[src/rtl/prog_sequencer.sv]
// prog_sequencer
// Launches three core programs in a fixed order (0 multiply, 1 pattern search,
// 2 closest pair) and collects each program's result from data memory.
// For every program the core is held in reset for HOLD_CYCLES cycles and then
// released. The sequencer waits for core_done, reads the result bytes, and
// moves on to the next program. If a program runs for TIMEOUT_CYCLES cycles
// without finishing, the sequence stops in an error state.
//
// Ports
//   clk        : single clock, rising edge
//   reset      : synchronous, active-low
//   go         : one-cycle request to start the sequence (ignored while busy)
//   core_rst   : active-high core reset; its falling edge launches core_prog
//   core_prog  : program select (0..2)
//   core_done  : level from the core, high when the current program is finished
//   mem_rd_en  : data-memory read strobe
//   mem_addr   : data-memory read address
//   mem_rdata  : read data, valid one cycle after mem_rd_en
//   res_prod   : program 0 result {mem[4], mem[5]}
//   res_count  : program 1 result mem[7]
//   res_dist   : program 2 result mem[127]
//   res_valid  : bit n set once program n's result has been captured
//   busy       : high while a sequence is in progress
//   all_done   : high once all three results are captured
//   err        : high after a program timed out
//   err_prog   : program that timed out
module prog_sequencer #(
  parameter logic [19:0] TIMEOUT_CYCLES = 20'd100000,
  parameter logic [7:0]  HOLD_CYCLES    = 8'd2
) (
  input  logic        clk,
  input  logic        reset,
  input  logic        go,
  output logic        core_rst,
  output logic [1:0]  core_prog,
  input  logic        core_done,
  output logic        mem_rd_en,
  output logic [7:0]  mem_addr,
  input  logic [7:0]  mem_rdata,
  output logic [15:0] res_prod,
  output logic [7:0]  res_count,
  output logic [7:0]  res_dist,
  output logic [2:0]  res_valid,
  output logic        busy,
  output logic        all_done,
  output logic        err,
  output logic [1:0]  err_prog
);

  typedef enum logic [2:0] {
    IDLE = 3'd0,
    HOLD = 3'd1,
    RUN  = 3'd2,
    READ = 3'd3,
    DONE = 3'd4,
    ERR  = 3'd5
  } state_t;

  state_t      state, state_next;
  logic [7:0]  hold_cnt, hold_cnt_next;
  logic [19:0] run_cnt, run_cnt_next;
  logic [1:0]  rd_idx, rd_idx_next;
  logic        core_rst_next, mem_rd_en_next, busy_next, all_done_next, err_next;
  logic [1:0]  core_prog_next, err_prog_next;
  logic [7:0]  mem_addr_next, res_count_next, res_dist_next;
  logic [15:0] res_prod_next;
  logic [2:0]  res_valid_next;
  logic        prog_finished;

  // Address of the first (or only) result byte of a program.
  function automatic logic [7:0] first_addr(input logic [1:0] prog);
    case (prog)
      2'd0:    first_addr = 8'd4;
      2'd1:    first_addr = 8'd7;
      default: first_addr = 8'd127;
    endcase
  endfunction

  // Next-state and next-output computation; every output is registered below.
  always_comb begin
    state_next     = state;
    hold_cnt_next  = hold_cnt;
    run_cnt_next   = run_cnt;
    rd_idx_next    = rd_idx;
    core_prog_next = core_prog;
    err_prog_next  = err_prog;
    mem_rd_en_next = 1'b0;
    mem_addr_next  = mem_addr;
    res_prod_next  = res_prod;
    res_count_next = res_count;
    res_dist_next  = res_dist;
    res_valid_next = res_valid;
    prog_finished  = 1'b0;

    case (state)
      IDLE, DONE, ERR: begin
        if (go) begin
          state_next     = HOLD;
          hold_cnt_next  = 8'd0;
          core_prog_next = 2'd0;
          err_prog_next  = 2'd0;
          res_prod_next  = 16'd0;
          res_count_next = 8'd0;
          res_dist_next  = 8'd0;
          res_valid_next = 3'd0;
        end else begin
          state_next = state;
        end
      end
      HOLD: begin
        if (hold_cnt == HOLD_CYCLES - 8'd1) begin
          state_next   = RUN;
          run_cnt_next = 20'd0;
        end else begin
          hold_cnt_next = hold_cnt + 8'd1;
        end
      end
      RUN: begin
        // run_cnt == 0 marks the first RUN cycle, where a stale core_done
        // left over from before the launch must not be trusted.
        if ((run_cnt != 20'd0) && core_done) begin
          state_next     = READ;
          rd_idx_next    = 2'd0;
          mem_rd_en_next = 1'b1;
          mem_addr_next  = first_addr(core_prog);
        end else if (run_cnt == TIMEOUT_CYCLES - 20'd1) begin
          state_next    = ERR;
          err_prog_next = core_prog;
        end else begin
          run_cnt_next = run_cnt + 20'd1;
        end
      end
      READ: begin
        // rd_idx counts READ cycles; data for the strobe of cycle k is
        // captured at the end of cycle k+1.
        rd_idx_next = rd_idx + 2'd1;
        case (core_prog)
          2'd0: begin
            case (rd_idx)
              2'd0: begin
                mem_rd_en_next = 1'b1;
                mem_addr_next  = 8'd5;
              end
              2'd1: res_prod_next[15:8] = mem_rdata;
              2'd2: begin
                res_prod_next[7:0] = mem_rdata;
                res_valid_next[0]  = 1'b1;
                prog_finished      = 1'b1;
              end
              default: prog_finished = 1'b0;
            endcase
          end
          2'd1: begin
            if (rd_idx == 2'd1) begin
              res_count_next    = mem_rdata;
              res_valid_next[1] = 1'b1;
              prog_finished     = 1'b1;
            end else begin
              prog_finished = 1'b0;
            end
          end
          default: begin
            if (rd_idx == 2'd1) begin
              res_dist_next     = mem_rdata;
              res_valid_next[2] = 1'b1;
              prog_finished     = 1'b1;
            end else begin
              prog_finished = 1'b0;
            end
          end
        endcase
        if (prog_finished) begin
          if (core_prog == 2'd2) begin
            state_next = DONE;
          end else begin
            state_next     = HOLD;
            hold_cnt_next  = 8'd0;
            core_prog_next = core_prog + 2'd1;
          end
        end else begin
          state_next = READ;
        end
      end
      default: state_next = IDLE;
    endcase

    // The core is held in reset everywhere except while a program runs or
    // its result is being read.
    core_rst_next = (state_next != RUN) && (state_next != READ);
    busy_next     = (state_next == HOLD) || (state_next == RUN) || (state_next == READ);
    all_done_next = (state_next == DONE);
    err_next      = (state_next == ERR);
  end

  // State, counters and registered outputs.
  always_ff @(posedge clk) begin
    if (!reset) begin
      state     <= IDLE;
      hold_cnt  <= 8'd0;
      run_cnt   <= 20'd0;
      rd_idx    <= 2'd0;
      core_rst  <= 1'b1;
      core_prog <= 2'd0;
      mem_rd_en <= 1'b0;
      mem_addr  <= 8'd0;
      res_prod  <= 16'd0;
      res_count <= 8'd0;
      res_dist  <= 8'd0;
      res_valid <= 3'd0;
      busy      <= 1'b0;
      all_done  <= 1'b0;
      err       <= 1'b0;
      err_prog  <= 2'd0;
    end else begin
      state     <= state_next;
      hold_cnt  <= hold_cnt_next;
      run_cnt   <= run_cnt_next;
      rd_idx    <= rd_idx_next;
      core_rst  <= core_rst_next;
      core_prog <= core_prog_next;
      mem_rd_en <= mem_rd_en_next;
      mem_addr  <= mem_addr_next;
      res_prod  <= res_prod_next;
      res_count <= res_count_next;
      res_dist  <= res_dist_next;
      res_valid <= res_valid_next;
      busy      <= busy_next;
      all_done  <= all_done_next;
      err       <= err_next;
      err_prog  <= err_prog_next;
    end
  end

endmodule

[config.mk]
export PLATFORM = sky130hd
export DESIGN_NAME = prog_sequencer
export DESIGN_NICKNAME = d
export VERILOG_FILES = /design/src/rtl/prog_sequencer.sv
export SDC_FILE = /design/constraint.sdc
export NUM_CORES = 1
export LEC_CHECK = 0
export ABC_AREA = 0
export CELL_PAD_IN_SITES_DETAIL_PLACEMENT = 1
export CELL_PAD_IN_SITES_GLOBAL_PLACEMENT = 2
export CORE_MARGIN = 4
export CORE_UTILIZATION = 34
export DETAILED_ROUTE_END_ITERATION = 16
export PLACE_DENSITY_LB_ADDON = 0.1
export RECOVER_POWER = 25
export SYNTH_ARGS = -nofsm -noshare
export SYNTH_HDL_FRONTEND = slang
export SYNTH_SLANG_ARGS = --single-unit
[constraint.sdc]
create_clock -name clk -period 5.2 [get_ports clk]
set_input_delay 1.04 -clock clk [delete_from_list [all_inputs] [get_ports clk]]
set_output_delay 1.04 -clock clk [all_outputs]
set_load 0.02 [all_outputs]
==> results of run 1 <==
==> where the power goes <==
group          switching [W]  leakage, nW  internal [W]
registers         0.00000539        0.653      0.000625
logic              0.0000729         1.01     0.0000393
clock network       0.000263        0.157      0.000423
total               0.000341         1.82       0.00109
==> routing by layer <==
| metal | up-vias | wire, um | global-route usage |
|---|---|---|---|
| li1 | 1739 | - | - |
| met1 | 1687 | 5290 | 0.243 |
| met2 | 55 | 5110 | 0.280 |
| met3 | 12 | 457 | 0.0354 |
| met4 | 0 | 167 | 0.0641 |
| met5 | - | 0 | 0 |
==> kinds of logic after synthesis <==
| group | after synthesis |
|---|---|
| other | 1 |
| XOR/XNOR | 1 |
| AND/OR/NAND/NOR | 207 |
| buffers and inverters | 42 |
| flip-flops | 81 |
| AO/OA/AOI/OAI | 87 |
| multiplexers | 27 |
| adder cells (fa/ha/maj) | 10 |
==> flip-flops by register name, summed over array words and instances, names as in the netlist, 2 cells and up <==
name / cells
core_prog: 2
err_prog: 2
hold_cnt: 8
mem_addr: 4
rd_idx: 2
res_count: 8
res_dist: 8
res_prod: 16
res_valid: 3
run_cnt: 20
state: 3
==> area by class of cell <==
| cell class | instances | area [sq um] |
|---|---|---|
| Sequential cell | 81 | 1620 |
| Clock buffer | 10 | 229 |
| Inverter | 15 | 56.3 |
| Tap cell | 140 | 175 |
| Timing Repair Buffer | 66 | 651 |
| Fill cell | 1298 | 6090 |
| Multi-Input combinational cell | 333 | 2060 |
| Clock inverter | 6 | 91.3 |
==> placed cells by master (no fill, tap or decap), types with 12 or more instances in the layout <==
| cell | instances |
|---|---|
| dlygate4sd3_1 | 33 |
| nor2_1 | 32 |
| nand2_1 | 47 |
| mux2i_1 | 27 |
| nand3_1 | 40 |
| clkdlybuf4s50_1 | 29 |
| dfxtp_1 | 81 |
| inv_1 | 14 |
| or3_1 | 12 |
| a21oi_1 | 45 |
==> worst max-delay path by stage <==
stage            startpoint          end  depth (start not counted)
2_1_floorplan  core_prog[0]  hold_cnt[2]                          9
3_3_place_gp             go  res_prod[2]                          5
3_5_place_dp          reset   run_cnt[2]                          6
4_1_cts                  go  res_prod[6]                          5
5_1_grt                  go  res_prod[6]                          5
6_report                 go  res_prod[6]                          5
==> through the flow <==
step	util	instances
floorplan	-	456
global placement	0.416	635
finish	0.445	651
CTS	0.445	651
global route	0.445	651
detailed placement	0.416	635
==> cells in the mapped netlist, types with 7 or more instances <==
master    instances  area (sq um)
dfxtp_1          81          1620
nand2_1          47           176
a21oi_1          45           225
nand3_1          40           200
nor2_1           32           120
mux2i_1          27           270
clkbuf_1         19          71.3
inv_1            14          52.6
or3_1            12          75.1
and2_1           10          62.6
ha_1             10           125
nand2b_1         10          62.6
o31ai_1          10          75.1
or4_1             9          67.6
nand4_1           8          50.1
nor4_1            7          43.8
o21ai_1           7          35.0
==> worst max-delay path: stages <==
cell             delay [ns]
clkdlybuf4s50_1        0.56
nand3b_1               0.75
nand2_1                0.62
nand2_1                0.10
a21oi_1                0.18
==> run metrics, run 1 <==
status=finished clean; core area=about 11000 sq um; Max IR drop VDD=~0.15 mV; Vias=between 3000 and 4000; Initial Util=0.352; Synth Flop Type=dfxtp_1; hold path depth=2; RD Place Congestion=roughly 0.8; Net count, final=528; Resized Gates After CTS=0; ratio of final minimum period to clock period=0.574; Async SR Flop Fraction=0; total grt overflow=0; total power=0.00143 W; Post-Syn Area per Cell=8.47 sq um; hold_sp=res_valid[0]; post-DR vias/cell=5.37; Layout area overhead=26.5%; Worst setup EP type=flip-flop; Worst Path Required=~5.5 ns; per-cell routed wire length=16.9 um; Synth Area in Compound Gates=0.142; crit path launch type=input port; min cycle time layout=a little under 3 ns; first-pass detailed-route iteration total=4; Net Count, Synth=approximately 480; crit path kind=in2reg; Ports=64; measured slew at the worst slew-check pin=~1.0 ns; CTS tree=yes; Final Setup Violations=0; arrival time worst endpoint=between 3 and 4 ns; Clock Tree Buf Depth=2; final worst setup slack=around 2.2 ns; number of H-tree levels=3; Yosys cell types=54; Worst Hold Class=reg2reg; simple-gate share of the synthesized area=0.287; largest net degree at the start of global routing=33; worst r2r src=run_cnt[11]; Critical R2R Capture=busy; warning count from the yosys run=0; Max Fclk=roughly 340 MHz; Die Y-Extent=115 um; postcts setup bufs=0; Area after DPL=roughly 4600 sq um; share of cells above drive strength 1=0.0528; CTS Buf Count=9; max-cap violation count=0; Syn Inst Count=between 400 and 500; antenna violations before repair=0; Ant. Diodes=0; sequential area share after synthesis=0.420; first-pass GRT wire length=~19000 um; Buffers on Ports=a little over 60; slew margin rel.=0.303; fin area=4890 sq um; drt initial violations=~150; clock latency on the worst-skew pair=0.34 ns; Detail Route Antenna Nets=0; routed wire length=around 11000 um; Synth Area in XOR/XNOR=0.00227; Post-synth EDFFs=0; Synth Cell Area=around 3900 sq um; Max Slew Vio Count=0; dpl ws=about 1.9 ns; Residual DRC=0; Post-Synth Adder-Cell Area=0.0324; R2R cell count=5; vias in the first global route=3648; RSZ-0062 raised after global routing=false; WHS Endpoint=res_valid[0]; synthesized flop and latch total=81; placed wire-length estimate=a little under 8000 um; Die W=between 100 and 150 um; multiplexer share of the synthesized area=0.0699; leakage=1.82 nW; clock sink count=roughly 80; power density cells=292 nW/um^2; Setup TNS=0 ns; Fin Clk Skew=0.00552 ns; r2r setup slk=between 2 and 3 ns; final hold viol count=0; Crit Path Max Fanout=25; Hold-fix buffers, CTS=0; Reg clk slew, reported paths=about 0.06 ns; root buffer cell=clkbuf_16; GRT Total Usage=0.179; number of core rows=38; die area=roughly 13000 sq um; worst hold slack=about 0.46 ns; largest family of logic cells by synthesized area=simple AND/OR/NAND/NOR gates
No activity file was read; power rests on OpenSTA's default activity.
==> run 2: changes to the inputs <==
Settings changed: CORE_UTILIZATION 34 to 32.
Clock period 5.2 ns to 2.9 ns, I/O delays scaled along.
==> run metrics, run 2 (synthesis gave the netlist of run 1 again) <==
FF+latch area=around 1600 sq um; largest net degree at the start of global routing=31; number of H-tree levels=3; leakage=approximately 1.8 nW; Net Sw Power=between 0.0006 and 0.0007 W; CTS Buf Count=9; Detail Route Antenna Nets=0; clock sink count=81; hold path depth=2; die area=13900 sq um; r2r setup slk=0.59 ns; max-cap violation count=0; utilization after layout=0.426; ratio of final minimum period to clock period=0.795; Crit Path Max Fanout=11; switch share=0.234; crit path kind=reg2reg; Max Slew Vio Count=0; Setup TNS=0 ns; RSZ-0062 raised after global routing=false; RD Place Congestion=just under 0.8; arrival time worst endpoint=around 2.6 ns; Initial Util=0.333; Worst setup EP type=flip-flop; Ports=64; Residual DRC=0; Final Setup Violations=0; final hold viol count=0; slowest stage delay, CP=0.68 ns; postcts setup bufs=0; per-cell routed wire length=16.8 um; Reg with most FFs=run_cnt; Net count, final=~540; min cycle time layout=2.31 ns; power density cells=525 nW/um^2; WHS Endpoint=res_valid[2]; placed wire-length estimate=8180 um; Seq pwr share=0.435; Critical R2R Capture=run_cnt[19]; root buffer cell=clkbuf_16; crit path launch type=flip-flop; Clk pwr share=0.485; post-DR vias/cell=5.37; Worst Path Required=between 3 and 4 ns; drt initial violations=215; Die W=118 um; Internal=between 0.0015 and 0.002 W; core area=between 10000 and 15000 sq um; status=finished clean; total grt overflow=0; measured slew at the worst slew-check pin=between 0.8 and 0.9 ns; largest registers=run_cnt (20), res_prod (16); slowest stage cell on the critical path=nor4_1; # fillers=about 1400; most frequent cells in the layout=dfxtp_1 (81), nand2_1 (47), a21oi_1 (45), nand3_1 (40), clkdlybuf4s50_1 (33); area taken by multi-input logic gates=slightly above 2000 sq um; share of cells above drive strength 1=0.0638; Buffers on Ports=just over 60; commonest non-fill, non-tap cell in the layout=dfxtp_1; R2R cell count=5; slew margin rel.=0.437; routed wire length=between 10000 and 15000 um; first-pass GRT wire length=approximately 19000 um; Vias=~3500; hold_sp=res_valid[2]; first-pass detailed-route iteration total=6; worst hold slack=approximately 0.45 ns; max reg flops=20; Max Fclk=between 400 and 500 MHz; GRT Total Usage=0.165; Fin Clk Skew=0.00778 ns; Layout area overhead=28.1%; vias in the first global route=between 3000 and 4000; Clock Tree Buf Depth=2; CTS tree=yes; Reg clk slew, reported paths=~0.060 ns; number of core rows=39; Resized Gates After CTS=0; worst r2r src=state[1]; Comb pwr share=0.080; Ant. Diodes=0; CP cell instances=xnor2_1 > nor4_1 > nand4_1 > or4_1 > a21oi_1; antenna violations before repair=0; Worst Hold Class=reg2reg; Die Y-Extent=118 um; Hold-fix buffers, CTS=0; clock latency on the worst-skew pair=approximately 0.35 ns; Max IR drop VDD=approximately 0.27 mV
-- run 2: cell count changes in the layout (fill, tap and decap cells not counted), moves of 2 or more --
cell and change:
buf_4 +5, dlygate4sd3_1 -4, clkdlybuf4s50_1 +4, clkbuf_8 +2
-- run 2: critical path, delay by kind of cell (launching register included) --
family | cells | cell delay [ns]
simple gates | 3 | 1.35
flops | 1 | 0.55
compound gates | 1 | 0.15
xor+xnor | 1 | 0.19
-- run 2: worst max path at each step --
stage                         to  slack [ns]         start
floorplan            hold_cnt[2]        0.62  core_prog[0]
global placement    res_prod[12]        0.54            go
detailed placement  res_prod[10]        0.52            go
CTS                  hold_cnt[5]        0.56  core_prog[0]
global route         hold_cnt[4]        0.38  core_prog[0]
finish               run_cnt[19]        0.59      state[1]
-- run 2: routing by layer --
metal	GRT usage	vias up	share of wire
met5	0	-	0
met4	0.0484	0	0.011
met3	0.0452	11	0.046
met2	0.247	56	0.43
met1	0.230	1727	0.51
li1	-	1753	-
-- run 2: power by group through the flow --
| stage | Clock, W | Combinational (W) | Sequential, W |
|---|---|---|---|
| after CTS | 0.00129 | 0.000214 | 0.00113 |
| after floorplan | 0 | 0.000136 | 0.00115 |
| after global routing | 0.00135 | 0.000228 | 0.00113 |
| after global placement | 0 | 0.000208 | 0.00116 |
| final | 0.00126 | 0.000207 | 0.00113 |
| after detailed placement | 0 | 0.000212 | 0.00116 |
-- run 2: area by class of cell --
type	instances	area share
clock buffer	11	0.0510
sequential	81	0.328
multi-input combinational	333	0.418
clock inverter	4	0.0154
tap	143	0.0361
timing repair buffer	73	0.141
inverter	15	0.0114
-- run 2: through the flow --
stage | area, sq um | total power (W) | std cells | setup slack [ns]
finish | 4950 | 0.00260 | 660 | 0.595
floorplan | 3860 | 0.00129 | 456 | 0.615
global placement | 4630 | 0.00136 | 645 | 0.539
detailed placement | 4630 | 0.00137 | 645 | 0.525
CTS | 4960 | 0.00264 | 660 | 0.561
global route | 4950 | 0.00271 | 660 | 0.381
